**config.mk**
```make
export PLATFORM = sky130hd
export DESIGN_NAME = mcontr_arbiter
export DESIGN_NICKNAME = d
export VERILOG_FILES = /design/src/rtl/mcontr_pkg.sv /design/src/rtl/mcontr_arb_pick.sv /design/src/rtl/mcontr_arbiter.sv
export SDC_FILE = /design/constraint.sdc
export NUM_CORES = 1
export LEC_CHECK = 0
export ABC_CLOCK_PERIOD_IN_PS = 2500
export CAP_MARGIN = 25
export CORE_ASPECT_RATIO = 0.9
export CORE_MARGIN = 4
export CORE_UTILIZATION = 47
export DETAILED_ROUTE_END_ITERATION = 8
export PLACE_DENSITY = 0.77
export SYNTH_ARGS = -nofsm -noshare
export SYNTH_HDL_FRONTEND = slang
export SYNTH_SLANG_ARGS = --single-unit
```
**constraint.sdc**
```tcl
create_clock -name clk0 -period 2.5 [get_ports clk0]
set_input_delay 0.75 -clock clk0 [delete_from_list [all_inputs] [get_ports clk0]]
set_output_delay 0.75 -clock clk0 [all_outputs]
set_load 0.01 [all_outputs]
```
**src/rtl/mcontr_pkg.sv**
```systemverilog
// Shared types and default sizing for the SDRAM command-path arbiter.
// The states and constants here are used by the picker and the top.
package mcontr_pkg;

  typedef enum logic {
    ST_IDLE = 1'b0,
    ST_BUSY = 1'b1
  } arb_state_e;

  localparam int         NCH_DEF     = 4;
  localparam int         CHW_DEF     = 2;
  localparam int         TOW_DEF     = 8;
  localparam logic [7:0] TIMEOUT_DEF = 8'hff;

endpackage

```
**src/rtl/mcontr_arb_pick.sv**
```systemverilog
// Combinational winner picker: the lowest urgent index wins outright.
// Otherwise it does a round-robin scan of rq|rq_urgent that starts at rr_ptr.
module mcontr_arb_pick
  import mcontr_pkg::*;
#(
  parameter int NCH = NCH_DEF,
  parameter int CHW = CHW_DEF
) (
  input  logic [NCH-1:0] rq,
  input  logic [NCH-1:0] rq_urgent,
  input  logic [CHW-1:0] rr_ptr,
  output logic [CHW-1:0] win,
  output logic           win_valid,
  output logic           win_urgent
);

  logic [NCH-1:0] elig_s;
  logic [CHW-1:0] urg_idx_s;
  logic [CHW-1:0] rr_idx_s;
  logic [CHW-1:0] scan_s;
  logic           urg_found_s;
  logic           rr_found_s;

  assign elig_s = rq | rq_urgent;

  // Lowest set urgent bit; the found flag blocks any later (higher) bits.
  always_comb begin
    urg_idx_s   = '0;
    urg_found_s = 1'b0;
    for (int i = 0; i < NCH; i++) begin
      urg_idx_s   = (rq_urgent[i] && !urg_found_s) ? CHW'(i) : urg_idx_s;
      urg_found_s = urg_found_s | rq_urgent[i];
    end
  end

  // First eligible channel at or after rr_ptr; CHW-bit addition gives the wrap.
  always_comb begin
    rr_idx_s   = '0;
    rr_found_s = 1'b0;
    scan_s     = '0;
    for (int i = 0; i < NCH; i++) begin
      scan_s     = rr_ptr + CHW'(i);
      rr_idx_s   = (elig_s[scan_s] && !rr_found_s) ? scan_s : rr_idx_s;
      rr_found_s = rr_found_s | elig_s[scan_s];
    end
  end

  // Final selection outputs.
  always_comb begin
    win        = urg_found_s ? urg_idx_s : rr_idx_s;
    win_valid  = |elig_s;
    win_urgent = urg_found_s;
  end

endmodule

```
**src/rtl/mcontr_arbiter.sv**
```systemverilog
// Sequencer for the shared SDRAM command path: grants one channel with a single-cycle start.
// It holds the bus until that owner releases it, and a watchdog recovers from owners that never release.
module mcontr_arbiter
  import mcontr_pkg::*;
#(
  parameter int           NCH     = NCH_DEF,
  parameter int           CHW     = CHW_DEF,
  parameter int           TOW     = TOW_DEF,
  parameter logic [TOW-1:0] TIMEOUT = TIMEOUT_DEF
) (
  input  logic           clk0,
  input  logic           init_n,
  input  logic           en,
  input  logic [NCH-1:0] rq,
  input  logic [NCH-1:0] rq_urgent,
  input  logic [NCH-1:0] prenext,
  output logic [NCH-1:0] start,
  output logic [CHW-1:0] owner,
  output logic           busy,
  output logic           urgent_grant,
  output logic           timeout_err
);

  arb_state_e     state_r,   state_nxt_s;
  logic [NCH-1:0] start_r,   start_nxt_s;
  logic [CHW-1:0] owner_r,   owner_nxt_s;
  logic [CHW-1:0] rr_ptr_r,  rr_ptr_nxt_s;
  logic [TOW-1:0] wdog_r,    wdog_nxt_s;
  logic           busy_r,    busy_nxt_s;
  logic           urg_r,     urg_nxt_s;
  logic           terr_r,    terr_nxt_s;
  logic           grant_s;
  logic [CHW-1:0] win_s;
  logic           win_valid_s;
  logic           win_urgent_s;

  mcontr_arb_pick #(
    .NCH (NCH),
    .CHW (CHW)
  ) u_pick (
    .rq         (rq),
    .rq_urgent  (rq_urgent),
    .rr_ptr     (rr_ptr_r),
    .win        (win_s),
    .win_valid  (win_valid_s),
    .win_urgent (win_urgent_s)
  );

  // Next-state logic: idle grants, back-to-back re-arbitration on release, and the watchdog.
  always_comb begin
    state_nxt_s  = state_r;
    start_nxt_s  = '0;
    owner_nxt_s  = owner_r;
    rr_ptr_nxt_s = rr_ptr_r;
    wdog_nxt_s   = wdog_r;
    busy_nxt_s   = busy_r;
    urg_nxt_s    = urg_r;
    terr_nxt_s   = terr_r;
    grant_s      = 1'b0;
    case (state_r)
      ST_IDLE: begin
        grant_s = en & win_valid_s;
      end
      ST_BUSY: begin
        // Release takes precedence over a watchdog expiry on the same edge.
        if (prenext[owner_r]) begin
          if (en && win_valid_s) begin
            grant_s = 1'b1;
          end else begin
            busy_nxt_s  = 1'b0;
            state_nxt_s = ST_IDLE;
          end
        end else if (wdog_r == TIMEOUT) begin
          terr_nxt_s  = 1'b1;
          busy_nxt_s  = 1'b0;
          state_nxt_s = ST_IDLE;
        end else begin
          wdog_nxt_s = wdog_r + TOW'(1);
        end
      end
      default: begin
        busy_nxt_s  = 1'b0;
        state_nxt_s = ST_IDLE;
      end
    endcase
    if (grant_s) begin
      start_nxt_s[win_s] = 1'b1;
      owner_nxt_s        = win_s;
      rr_ptr_nxt_s       = win_s + CHW'(1);
      wdog_nxt_s         = '0;
      busy_nxt_s         = 1'b1;
      urg_nxt_s          = win_urgent_s;
      state_nxt_s        = ST_BUSY;
    end else begin
      start_nxt_s = '0;
    end
  end

  // State and output registers on the falling edge of clk0, with synchronous reset.
  always_ff @(negedge clk0) begin
    if (!init_n) begin
      state_r  <= ST_IDLE;
      start_r  <= '0;
      owner_r  <= '0;
      rr_ptr_r <= '0;
      wdog_r   <= '0;
      busy_r   <= 1'b0;
      urg_r    <= 1'b0;
      terr_r   <= 1'b0;
    end else begin
      state_r  <= state_nxt_s;
      start_r  <= start_nxt_s;
      owner_r  <= owner_nxt_s;
      rr_ptr_r <= rr_ptr_nxt_s;
      wdog_r   <= wdog_nxt_s;
      busy_r   <= busy_nxt_s;
      urg_r    <= urg_nxt_s;
      terr_r   <= terr_nxt_s;
    end
  end

  assign start        = start_r;
  assign owner        = owner_r;
  assign busy         = busy_r;
  assign urgent_grant = urg_r;
  assign timeout_err  = terr_r;

endmodule

```
* Word-level counts from Yosys, hierarchy flattened *
Index checks and enable logic that the tools add are counted.

storage, ports and cells
  output and inout port bits = 9
  logic and storage cells = 87
  bits of input ports = 15
  flip-flop bits (word level) = 20

cells by class
  reduce and logical (&&, ||, !) cells = 22
  $lt $le $gt $ge = 7
  $add $sub $neg = 5
  multiplexer cells = 32
  equal/unequal tests = 2
  bitwise logic cells = 11

operators by type and width
  kind                                                                                 count
  2-bit by 3-bit < comparator with 1-bit output, second input constant                 6
  1-bit two-way mux                                                                    18
  2-bit two-way mux                                                                    7
  1-bit binary-select mux with 2-bit select                                            5
  3-bit AND reduction                                                                  3
  8-bit by 1-bit adder with 8-bit output, second input constant                        1
  8-bit == test, second input constant                                                 1
  1-bit logical AND                                                                    8
  1-bit zero test                                                                      6
  1-bit bitwise OR                                                                     5
  2-bit by 1-bit adder with 2-bit output, second input constant                        2
  2-bit adder, second input constant                                                   2
  1-bit inverter                                                                       4
  4-bit bitwise OR                                                                     1
  4-bit OR reduction                                                                   1
  3-bit != test, second input constant                                                 1
  3-bit nonzero test                                                                   1
  1-bit demux with 2-bit select                                                        1
  2-bit by 1-bit greater-or-equal comparator with 1-bit output, second input constant  1
  1-bit one-hot mux with 2 select lines                                                1
  2-bit AND reduction                                                                  1
  2-bit nonzero test                                                                   1
  2-bit OR reduction                                                                   1
  1-bit AND                                                                            1

* Depth between registers and ports, before layout *
  word-level depth = 13
  gate-level depth with buffers = 6
  gate-level depth less buffers = 6

* Cells and area by module *
From an unflattened synthesis, not the netlist that was laid out.

unflattened totals
  cells, all modules = 121
  area, all modules = 1114.8 um2

modules (own cells, without submodules)
  module           instances  cells each  area an instance (um2)
  mcontr_arbiter   1          93          932.1
  mcontr_arb_pick  1          28          182.7

==> impl_metrics.env <==
export IMPL_drc_errors=0
export IMPL_syn_area_um2=968.4
export IMPL_initial_core_util_pct=50.10
export IMPL_finalHoldViolations=0
export IMPL_port_buffers=23
export IMPL_violations="negative setup slack"
export IMPL_rsz0062_at_grt="true"
export IMPL_antenna_found_initial=0
export IMPL_rows=15
export IMPL_gp_congestion=0.8324
export IMPL_drive_gt1_share_pct=49.15
export IMPL_worstPathArrival_ns=2.09
export IMPL_diodes=0
export IMPL_ys_ff_latch=20
export IMPL_syn_nets=124
export IMPL_leakage_nw=0.7755
export IMPL_htree_num_levels=1
export IMPL_fill_cells=90
export IMPL_path_class="input pin to flip-flop"
export IMPL_yosys_warnings=0
export IMPL_area_growth_pct=78.42
export IMPL_cts_buffers=3
export IMPL_holdWs_ns=0.4570
export IMPL_layout_common_cells="21 x inv_1, 19 x buf_6, 19 x buf_4"
export IMPL_nNetsFinal=195
export IMPL_drt_pass1_iterations=4
export IMPL_die_w_um=55.85
export IMPL_grt_pass1_wl_um=5223
export IMPL_insertion_delay_ns=0.39
export IMPL_syn_area_per_cell_um2=9.051
export IMPL_synthCells=107
export IMPL_cts_max_path_buffers=2
export IMPL_utilization_pct=89.39
export IMPL_track_usage_pct=23.53
export IMPL_finClkSkew_ns=0.02645
export IMPL_dieArea_um2=2851
export IMPL_grt_start_max_net_pins=13
export IMPL_cp_max_fo=6
export IMPL_grt_pass1_vias=1168
export IMPL_status="finished with violations"
export IMPL_ant_nets=0
export IMPL_clkSinkCount=20
export IMPL_setup_viol_count_final=29
export IMPL_min_path_type="flip-flop to flip-flop"
export IMPL_die_h_um=51.06
export IMPL_final_max_slew_viol_count=0
export IMPL_slew_limit_headroom_pct=64.48
export IMPL_ios=24
export IMPL_final_common_cell="inv_1"
export IMPL_core_um2=1933
export IMPL_clk_pin_slew_ns=0.05
export IMPL_cts_hold_buf=0
export IMPL_wirelength_um=3651
export IMPL_power_density_nw_per_um2=494.1
export IMPL_worstMarginPinSlew_ns=0.5313
export IMPL_num_vias=1158
export IMPL_synth_distinct_cells=34
export IMPL_grt_ovfl_total=0
export IMPL_cap_violations=0
export IMPL_fin_ws_ns=-0.5662
export IMPL_drt_iter0_drc=36
export IMPL_routedWlPerCell_um=18.07
export IMPL_ys_seq_area_share_pct=41.34
export IMPL_vias_per_cell=5.733
export IMPL_vdd_ir_drop_max_v=0.0004342
export IMPL_cp_data_required_time_ns=1.53
export IMPL_start_kind="input pin"
export IMPL_worstSetupEndpointType="flip-flop"
export IMPL_cts_root_buf="clkbuf_4"
export IMPL_dp_hpwl_um=1813
export IMPL_cts_tree="done"
[metal layers]
metal / global-route usage (%) / part of all wire (%)
met1: 26.27 / 40
met2: 42.13 / 52
met3: 6.313 / 5.6
met4: 10.67 / 2.9
met5: 0 / 0
[cell usage after synthesis]
cell type	count	share of area, %
nor3_1	6	3.1
o2bb2ai_1	3	2.7
inv_1	3	1.2
o31ai_1	1	0.78
nor3b_1	2	1.5
o32ai_1	1	0.90
nor2_1	13	5.0
a31oi_1	1	0.65
nand4_1	1	0.65
nor3b_2	1	1.3
nand2b_4	1	1.4
and2_1	2	1.3
mux4_2	1	2.3
and3_1	1	0.65
clkbuf_1	1	0.39
nand3b_1	1	0.78
nor2_2	1	0.65
nor2b_1	1	0.65
o21ai_0	1	0.52
or4b_1	2	2.1
o211a_1	1	1.0
dfxtp_1	20	41
xnor2_1	6	5.4
nor4_4	1	2.2
o21ai_1	1	0.52
buf_6	1	1.2
nor4_1	4	2.6
o21a_1	2	1.5
a21oi_1	3	1.5
o22ai_1	2	1.3
nand3_1	7	3.6
ha_1	2	2.6
nand2_1	10	3.9
a22o_1	3	2.7
[worst max-delay path: stages]
cell and delay, ns:
clkdlybuf4s50_1 0.47, inv_2 0.05, a31oi_4 0.21, nand2_2 0.10, and2_2 0.25, a22o_1 0.26
[report_power, final]
| part | switching (W) | leakage [nW] | internal [W] |
|---|---|---|---|
| registers | 0.0000181 | 0.167 | 0.000334 |
| logic | 0.0000837 | 0.484 | 0.0000972 |
| clock network | 0.000217 | 0.125 | 0.000104 |
| total | 0.000319 | 0.776 | 0.000534 |
[through the flow]
step	total power, W	std cells	area [um^2]	setup WS [ns]	TNS (ns)
2_1_floorplan	0.0004652	107	1064	-0.8287	-13.19
3_3_place_gp	0.0005382	173	1455	-1.318	-26.89
3_5_place_dp	0.0005414	173	1455	-1.345	-27.26
4_1_cts	0.0008174	200	1643	-0.5799	-11.51
5_1_grt	0.0009015	202	1728	-0.6290	-13.54
6_report	0.0008537	202	1728	-0.5662	-12.53
[worst paths after layout]
check                   start  depth (start not counted)     endpoint  slack (ns)
setup reg to reg    wdog_r[0]                          7    wdog_r[5]        0.55
hold / removal    timeout_err                          1  timeout_err        0.46
setup / recovery           en                          6  rr_ptr_r[0]       -0.57
hold reg to reg   timeout_err                          1  timeout_err        0.46
[flip-flops by register name (all words and copies together), names as in the netlist]
name / count
wdog_r: 8
start: 4
owner: 2
rr_ptr_r: 2
busy: 1
state_r: 1
timeout_err: 1
urgent_grant: 1
[layout make-up]
cell class,instances,area [um^2],area share (%)
multi-input cells,83,737.0,42.65
repair buffers,48,436.7,25.27
flip-flops and latches,20,411.6,23.82
clock inverters,21,81.33,4.707
well taps,25,31.28,1.810
clock buffers,3,22.52,1.303
inverters,2,7.507,0.4345
[repair_timing]
item	CTS	global route
hold endpoints to repair	0	0
pin swaps	18	16
gates resized for setup	110	20
cloned	1	0
setup buffers	3	3
endpoints found under the setup margin	29	29
[cell families after synthesis]
group / count (synthesis) / share of synthesized area [%]
buf+inv: 5 / 2.713
fa+ha+maj: 2 / 2.584
flops: 20 / 41.34
simple gates: 54 / 31.40
mux: 1 / 2.325
compound gates: 19 / 14.21
xor+xnor: 6 / 5.426
Note: power is estimated with default switching activity, not from simulation.
